$ cat src/rtl/fds_pkg.sv
// fds_pkg: shared defaults and the entry record for the FDS scheduling table.
package fds_pkg;
  localparam int DEF_FDSTI_W = 28;
  localparam int DEF_FDSSI_W = 12;
  localparam int DEF_DEPTH = 8;
  localparam int DEF_IDX_W = $clog2(DEF_DEPTH);
  localparam int DEF_CNT_W = 8;
  localparam int DEF_WT_TIMEOUT = 255;
  typedef struct packed {
    logic                   valid;
    logic                   wt;
    logic [DEF_CNT_W-1:0]   cnt;
    logic [DEF_FDSSI_W-1:0] fdssi;
    logic [DEF_FDSTI_W-1:0] fdsti;
  } entry_t;
endpackage

$ cat src/rtl/fds_free_pe.sv
// fds_free_pe: lowest-index free slot finder over the valid vector.
module fds_free_pe
  import fds_pkg::*;
#(
  parameter int DEPTH = DEF_DEPTH,
  parameter int IDX_W = $clog2(DEPTH)
) (
  input  logic [DEPTH-1:0] valid,
  output logic             found,
  output logic [IDX_W-1:0] idx
);
  always_comb begin
    found = 1'b0;
    idx = '0;
    for (int i = DEPTH - 1; i >= 0; i--) begin
      if (!valid[i]) begin
        found = 1'b1;
        idx = IDX_W'(i);
      end
    end
  end
endmodule

$ cat src/rtl/fds_entry_table.sv
// fds_entry_table: pending scheduling entries with wait/release/timeout tracking,
// presented as flat registered vectors to the downstream min-compare tree.
module fds_entry_table
  import fds_pkg::*;
#(
  parameter int I_FDSTI_WIDTH = DEF_FDSTI_W,
  parameter int I_FDSSI_WIDTH = DEF_FDSSI_W,
  parameter int DEPTH = DEF_DEPTH,
  parameter int IDX_W = $clog2(DEPTH),
  parameter int WT_TIMEOUT = DEF_WT_TIMEOUT,
  parameter int CNT_W = DEF_CNT_W
) (
  input  logic                             clk,
  input  logic                             rst_n,
  input  logic                             wr_valid,
  output logic                             wr_ready,
  input  logic [I_FDSTI_WIDTH-1:0]         wr_fdsti,
  input  logic [I_FDSSI_WIDTH-1:0]         wr_fdssi,
  input  logic                             wr_wt,
  input  logic                             rel_valid,
  input  logic [I_FDSSI_WIDTH-1:0]         rel_fdssi,
  input  logic                             pop_valid,
  input  logic [IDX_W-1:0]                 pop_idx,
  output logic [DEPTH-1:0]                 valid,
  output logic [DEPTH-1:0]                 wt,
  output logic [DEPTH*I_FDSTI_WIDTH-1:0]   FDSTI,
  output logic [DEPTH*I_FDSSI_WIDTH-1:0]   FDSSI,
  output logic [IDX_W:0]                   count,
  output logic                             full,
  output logic                             empty,
  output logic                             err_pop,
  output logic                             timeout_o
);
  typedef struct packed {
    logic                     valid;
    logic                     wt;
    logic [CNT_W-1:0]         cnt;
    logic [I_FDSSI_WIDTH-1:0] fdssi;
    logic [I_FDSTI_WIDTH-1:0] fdsti;
  } slot_t;
  localparam logic [CNT_W-1:0] CNT_LAST = CNT_W'(WT_TIMEOUT - 1);
  slot_t ent_q [DEPTH];
  slot_t ent_d [DEPTH];
  logic [DEPTH-1:0] ins, pop, rel, to;
  logic [IDX_W:0] count_q, count_d;
  logic full_q, full_d, empty_q, empty_d, err_pop_q, err_pop_d, timeout_q, timeout_d;
  logic found;
  logic [IDX_W-1:0] free_idx;
  fds_free_pe #(.DEPTH(DEPTH), .IDX_W(IDX_W)) u_free_pe (
    .valid(valid),
    .found(found),
    .idx  (free_idx)
  );
  always_comb begin
    ins = '0;
    pop = '0;
    rel = '0;
    to = '0;
    for (int i = 0; i < DEPTH; i++) begin
      ins[i] = wr_valid & ~full_q & found & (free_idx == IDX_W'(i));
      pop[i] = pop_valid & (pop_idx == IDX_W'(i)) & ent_q[i].valid;
      rel[i] = rel_valid & ent_q[i].valid & (ent_q[i].fdssi == rel_fdssi);
      to[i] = ent_q[i].valid & ent_q[i].wt & ~pop[i] & ~rel[i] & (ent_q[i].cnt == CNT_LAST);
      ent_d[i].valid = ins[i] | (ent_q[i].valid & ~pop[i]);
      ent_d[i].wt = ins[i] ? wr_wt : ent_q[i].wt & ~pop[i] & ~rel[i] & ~to[i];
      ent_d[i].cnt = (!ins[i] && ent_q[i].wt && !pop[i] && !rel[i] && !to[i]) ? ent_q[i].cnt + 1'b1 : '0;
      ent_d[i].fdssi = ins[i] ? wr_fdssi : ent_q[i].fdssi;
      ent_d[i].fdsti = ins[i] ? wr_fdsti : ent_q[i].fdsti;
    end
    count_d = count_q + (IDX_W+1)'(|ins) - (IDX_W+1)'(|pop);
    full_d = count_d == (IDX_W+1)'(DEPTH);
    empty_d = count_d == '0;
    err_pop_d = pop_valid & ~valid[pop_idx];
    timeout_d = |to;
  end
  always_ff @(posedge clk or negedge rst_n) begin
    if (!rst_n) begin
      for (int i = 0; i < DEPTH; i++) ent_q[i] <= '0;
      count_q <= '0;
      full_q <= 1'b0;
      empty_q <= 1'b1;
      err_pop_q <= 1'b0;
      timeout_q <= 1'b0;
    end else begin
      for (int i = 0; i < DEPTH; i++) ent_q[i] <= ent_d[i];
      count_q <= count_d;
      full_q <= full_d;
      empty_q <= empty_d;
      err_pop_q <= err_pop_d;
      timeout_q <= timeout_d;
    end
  end
  for (genvar i = 0; i < DEPTH; i++) begin : g_slot
    assign valid[i] = ent_q[i].valid;
    assign wt[i] = ent_q[i].wt;
    assign FDSTI[i*I_FDSTI_WIDTH +: I_FDSTI_WIDTH] = ent_q[i].fdsti;
    assign FDSSI[i*I_FDSSI_WIDTH +: I_FDSSI_WIDTH] = ent_q[i].fdssi;
  end
  assign count = count_q;
  assign full = full_q;
  assign empty = empty_q;
  assign wr_ready = ~full_q;
  assign err_pop = err_pop_q;
  assign timeout_o = timeout_q;
endmodule

$ cat config.mk
export PLATFORM = sky130hd
export DESIGN_NAME = fds_entry_table
export DESIGN_NICKNAME = d
export VERILOG_FILES = /design/src/rtl/fds_pkg.sv /design/src/rtl/fds_free_pe.sv /design/src/rtl/fds_entry_table.sv
export SDC_FILE = /design/constraint.sdc
export NUM_CORES = 1
export LEC_CHECK = 0
export CAP_MARGIN = 20
export CELL_PAD_IN_SITES_DETAIL_PLACEMENT = 0
export CELL_PAD_IN_SITES_GLOBAL_PLACEMENT = 1
export CORE_MARGIN = 3
export CORE_UTILIZATION = 45
export DETAILED_ROUTE_END_ITERATION = 8
export PLACE_DENSITY_LB_ADDON = 0.1
export SYNTH_ARGS = -nofsm -noshare
export SYNTH_HDL_FRONTEND = slang
export SYNTH_SLANG_ARGS = --single-unit
$ cat constraint.sdc
create_clock -name clk -period 6.6 [get_ports clk]
set_input_delay 0.66 -clock clk [delete_from_list [all_inputs] [get_ports clk]]
set_output_delay 0.66 -clock clk [all_outputs]
set_load 0.01 [all_outputs]
==> impl_metrics.env <==
export IMPL_drt_first_pass_iters=4
export IMPL_crit_path_end_kind="flop"
export IMPL_max_freq_mhz=306
export IMPL_die_w_um=216
export IMPL_postCtsHoldBufs=0
export IMPL_root_buffer="clkbuf_16"
export IMPL_cts_reportedPaths_clkPinSlew_ns=0.06
export IMPL_syn_to_final_growth_pct=18.0
export IMPL_period_share=0.495
export IMPL_cap_violations=0
export IMPL_rows=76
export IMPL_path_max_fanout=28
export IMPL_rsz0062_at_grt="false"
export IMPL_crit_type="reg2reg"
export IMPL_antenna_found_initial=2
export IMPL_synth_top_family_by_area="multiplexers"
export IMPL_crit_required_ns=7.02
export IMPL_synth_cell_type_count=56
export IMPL_yosysWarnings=0
export IMPL_clk_latency_ns=0.57
export IMPL_ios=406
export IMPL_vdd_drop_max_uv=248
export IMPL_synthMuxAreaShare=0.191
export IMPL_antenna_left=0
export IMPL_fin_skew_ns=0.0176
export IMPL_cts_htree_levels=2
export IMPL_synth_fa_ha_area_frac=0.0136
export IMPL_numPortBuffers=405
export IMPL_overflow=0
export IMPL_status="completed"
export IMPL_fin_setup_tns_ns=0
export IMPL_power_leakage_nw=9.88
export IMPL_syn_avg_cell_area_um2=12.5
export IMPL_routed_wl_um=52700
export IMPL_postSynthCellCount=1593
export IMPL_hpwlAfterDp_um=36900
export IMPL_synth_xor_area_frac=0.0646
export IMPL_routabilityCongestion=0.784
export IMPL_p_per_area_mw_per_mm2=504
export IMPL_ys_seq_area_frac=0.512
export IMPL_hold_path_class="in2async"
export IMPL_holdWs_ns=0.134
export IMPL_viasPerCell=4.99
export IMPL_antenna_cells=0
export IMPL_final_cells=2279
export IMPL_post_place_cells=2199
export IMPL_max_slew_margin=0.355
export IMPL_synth_seq_cells=408
export IMPL_grt_start_max_net_pins=122
export IMPL_cts_repair_resized=0
export IMPL_setup_violations_final=0
export IMPL_critPathLaunchType="flop"
export IMPL_clock_sinks=408
export IMPL_slew_viol_final=0
export IMPL_fin_crit_ns=3.27
export IMPL_drive_above_1_share=0.246
export IMPL_start_util=0.460
export IMPL_dieArea_mm2=0.0468
export IMPL_nets=1743
export IMPL_regArea_mm2=0.0102
export IMPL_arrival_ns=3.68
export IMPL_tightest_slew_ns=0.968
export IMPL_synth_async_reset_ratio=1.00
export IMPL_power_frac_seq=0.367
export IMPL_synth_edf_count=0
export IMPL_vias=11400
export IMPL_core_area_mm2=0.0434
export IMPL_cts_tree="done"
export IMPL_numCtsBuffers=45
export IMPL_multi_input_area_mm2=0.00686
export IMPL_p_sw_mw=3.87
export IMPL_grt_pass1_vias=12300
export IMPL_wl_per_cell_um=23.1
export IMPL_clock_power_share=0.213
export IMPL_finalHoldViolCount=0
export IMPL_grt_pass1_wl_um=80200
export IMPL_synth_compound_area_share=0.0101
export IMPL_syn_area_mm2=0.0199
export IMPL_internal_power_mw=7.97
export IMPL_p_comb_frac=0.421
export IMPL_drtIter0Drc=506
export IMPL_switching_share=0.327
export IMPL_synth_nets=1675
export IMPL_cts_buffer_depth=3
export IMPL_yosys_area_share_simple=0.0623
export IMPL_fp_dieH_um=216
export IMPL_grtUsageTotal=0.227
export IMPL_fillers=3843
export IMPL_cts_setup_buffers=0
export IMPL_drc_errors=0
export IMPL_synthFlopType="dfrtp_1"
-- stage by stage --
| stage | util | instance area [um2] | total power [mW] | setup slack (ns) |
|---|---|---|---|---|
| floorplan | - | 19900 | 7.79 | 3.58 |
| global placement | 0.508 | 22000 | 9.37 | 2.97 |
| detailed placement | 0.508 | 22000 | 9.43 | 2.90 |
| CTS | 0.542 | 23500 | 12.0 | 3.32 |
| global route | 0.542 | 23500 | 12.5 | 3.09 |
| finish | 0.542 | 23500 | 11.8 | 3.33 |
-- synth_stat cells (2+ instances only) --
cell       number  share of area
nor3_1          7         0.0018
nand4bb_1       2         0.0011
mux4_2          2         0.0023
nor2_1         91          0.017
or3_1           2        0.00063
dfrtp_1       407           0.51
o31ai_1         2        0.00075
and2_1          2        0.00063
nand3b_1        3         0.0011
nand2b_1        5         0.0016
a21oi_1         2        0.00050
nor2b_1         4         0.0013
o21ai_0        15         0.0038
nand3_1        41          0.010
nand2_1        35         0.0066
xor2_1         21         0.0092
buf_2          28         0.0070
ha_1           20          0.013
buf_1           6         0.0011
mux2_4         37          0.028
nor3b_1         2        0.00075
xnor2_1       126          0.055
or4_1           8         0.0030
nand4b_1        2        0.00088
and4_1          2        0.00088
clkbuf_1       18         0.0034
a22oi_1         3         0.0011
and3_1          4         0.0013
buf_4         337           0.13
nand4_1        31         0.0097
inv_1          18         0.0034
buf_12          3         0.0030
or4b_1          2         0.0010
mux2_2        283           0.16
-- metal layers --
metal  routed length, um  track usage
met1               22200        0.293
met2               25200        0.370
met3                4000       0.0719
met4                1360       0.0626
met5                  12            0
-- cell usage in the layout, fill, tap and decap left out, types with 4 or more instances in the layout --
cell type and instances:
ha_1 20, mux2_4 37, nor2_1 88, nand3_1 40
clkdlybuf4s50_1 404, nor2b_1 4, or4_1 8, and3_1 4
nor3_1 7, nand2_1 35, clkinv_2 12, xor2_1 21
mux2_2 283, clkbuf_1 7, inv_1 18, nand2b_1 5
o21ai_0 15, clkbuf_8 11, clkbuf_16 47, buf_4 8
nand4_1 31, xnor2_1 126, dfrtp_1 407
-- power by group through the flow --
stage / Sequential [mW] / Clock [mW] / Combinational [mW]
final: 4.34 / 2.52 / 4.98
after global routing: 4.50 / 2.69 / 5.32
after detailed placement: 4.37 / 0 / 5.06
after floorplan: 4.10 / 0 / 3.69
after global placement: 4.33 / 0 / 5.04
after CTS: 4.35 / 2.59 / 5.08
-- final cells by class --
class / count / area share
clock buffers: 65 / 0.0576
repair buffers: 415 / 0.177
flip-flops and latches: 408 / 0.434
inverters: 19 / 0.00303
well taps: 585 / 0.0311
clock inverters: 15 / 0.00548
multi-input cells: 772 / 0.292
-- logic make-up (layout without fill, tap and decap cells) --
family / Yosys count / count (layout)
buffers and inverters: 413 / 514
flip-flops: 408 / 408
multiplexers: 323 / 323
AND/OR/NAND/NOR: 249 / 249
XOR/XNOR: 147 / 147
AO/OA/AOI/OAI: 32 / 32
adder cells (fa/ha/maj): 21 / 21
-- state kept, by name, indices dropped and copies added (netlist names) --
register / flops
valid: 8
empty: 1
timeout_o: 1
full: 1
FDSTI: 224
FDSSI: 96
wt: 8
ent_q: 64
err_pop: 1
count: 4
-- final timing paths --
kind | to | slack, ns | cells after the start | start
setup / recovery | wt[7] | 3.33 | 6 | valid[0]
hold / removal | ent_q[93] | 0.13 | 1 | rst_n
hold reg to reg | ent_q[90] | 0.48 | 1 | ent_q[90]
setup reg to reg | wt[7] | 3.33 | 6 | valid[0]
min in group clk | ent_q[90] | 0.48 | 1 | ent_q[90]
max in group asynchronous | FDSTI[164] | 4.87 | 2 | rst_n
-- worst max-delay path, stage by stage, from the launching register on --
cell,delay [ns]
dfrtp_1,0.72
nand4b_1,0.41
nor2_1,0.47
o2111ai_4,0.52
buf_4,0.50
nand3_1,0.33
o21ai_0,0.15
No activity file was read; power rests on OpenSTA's default activity.
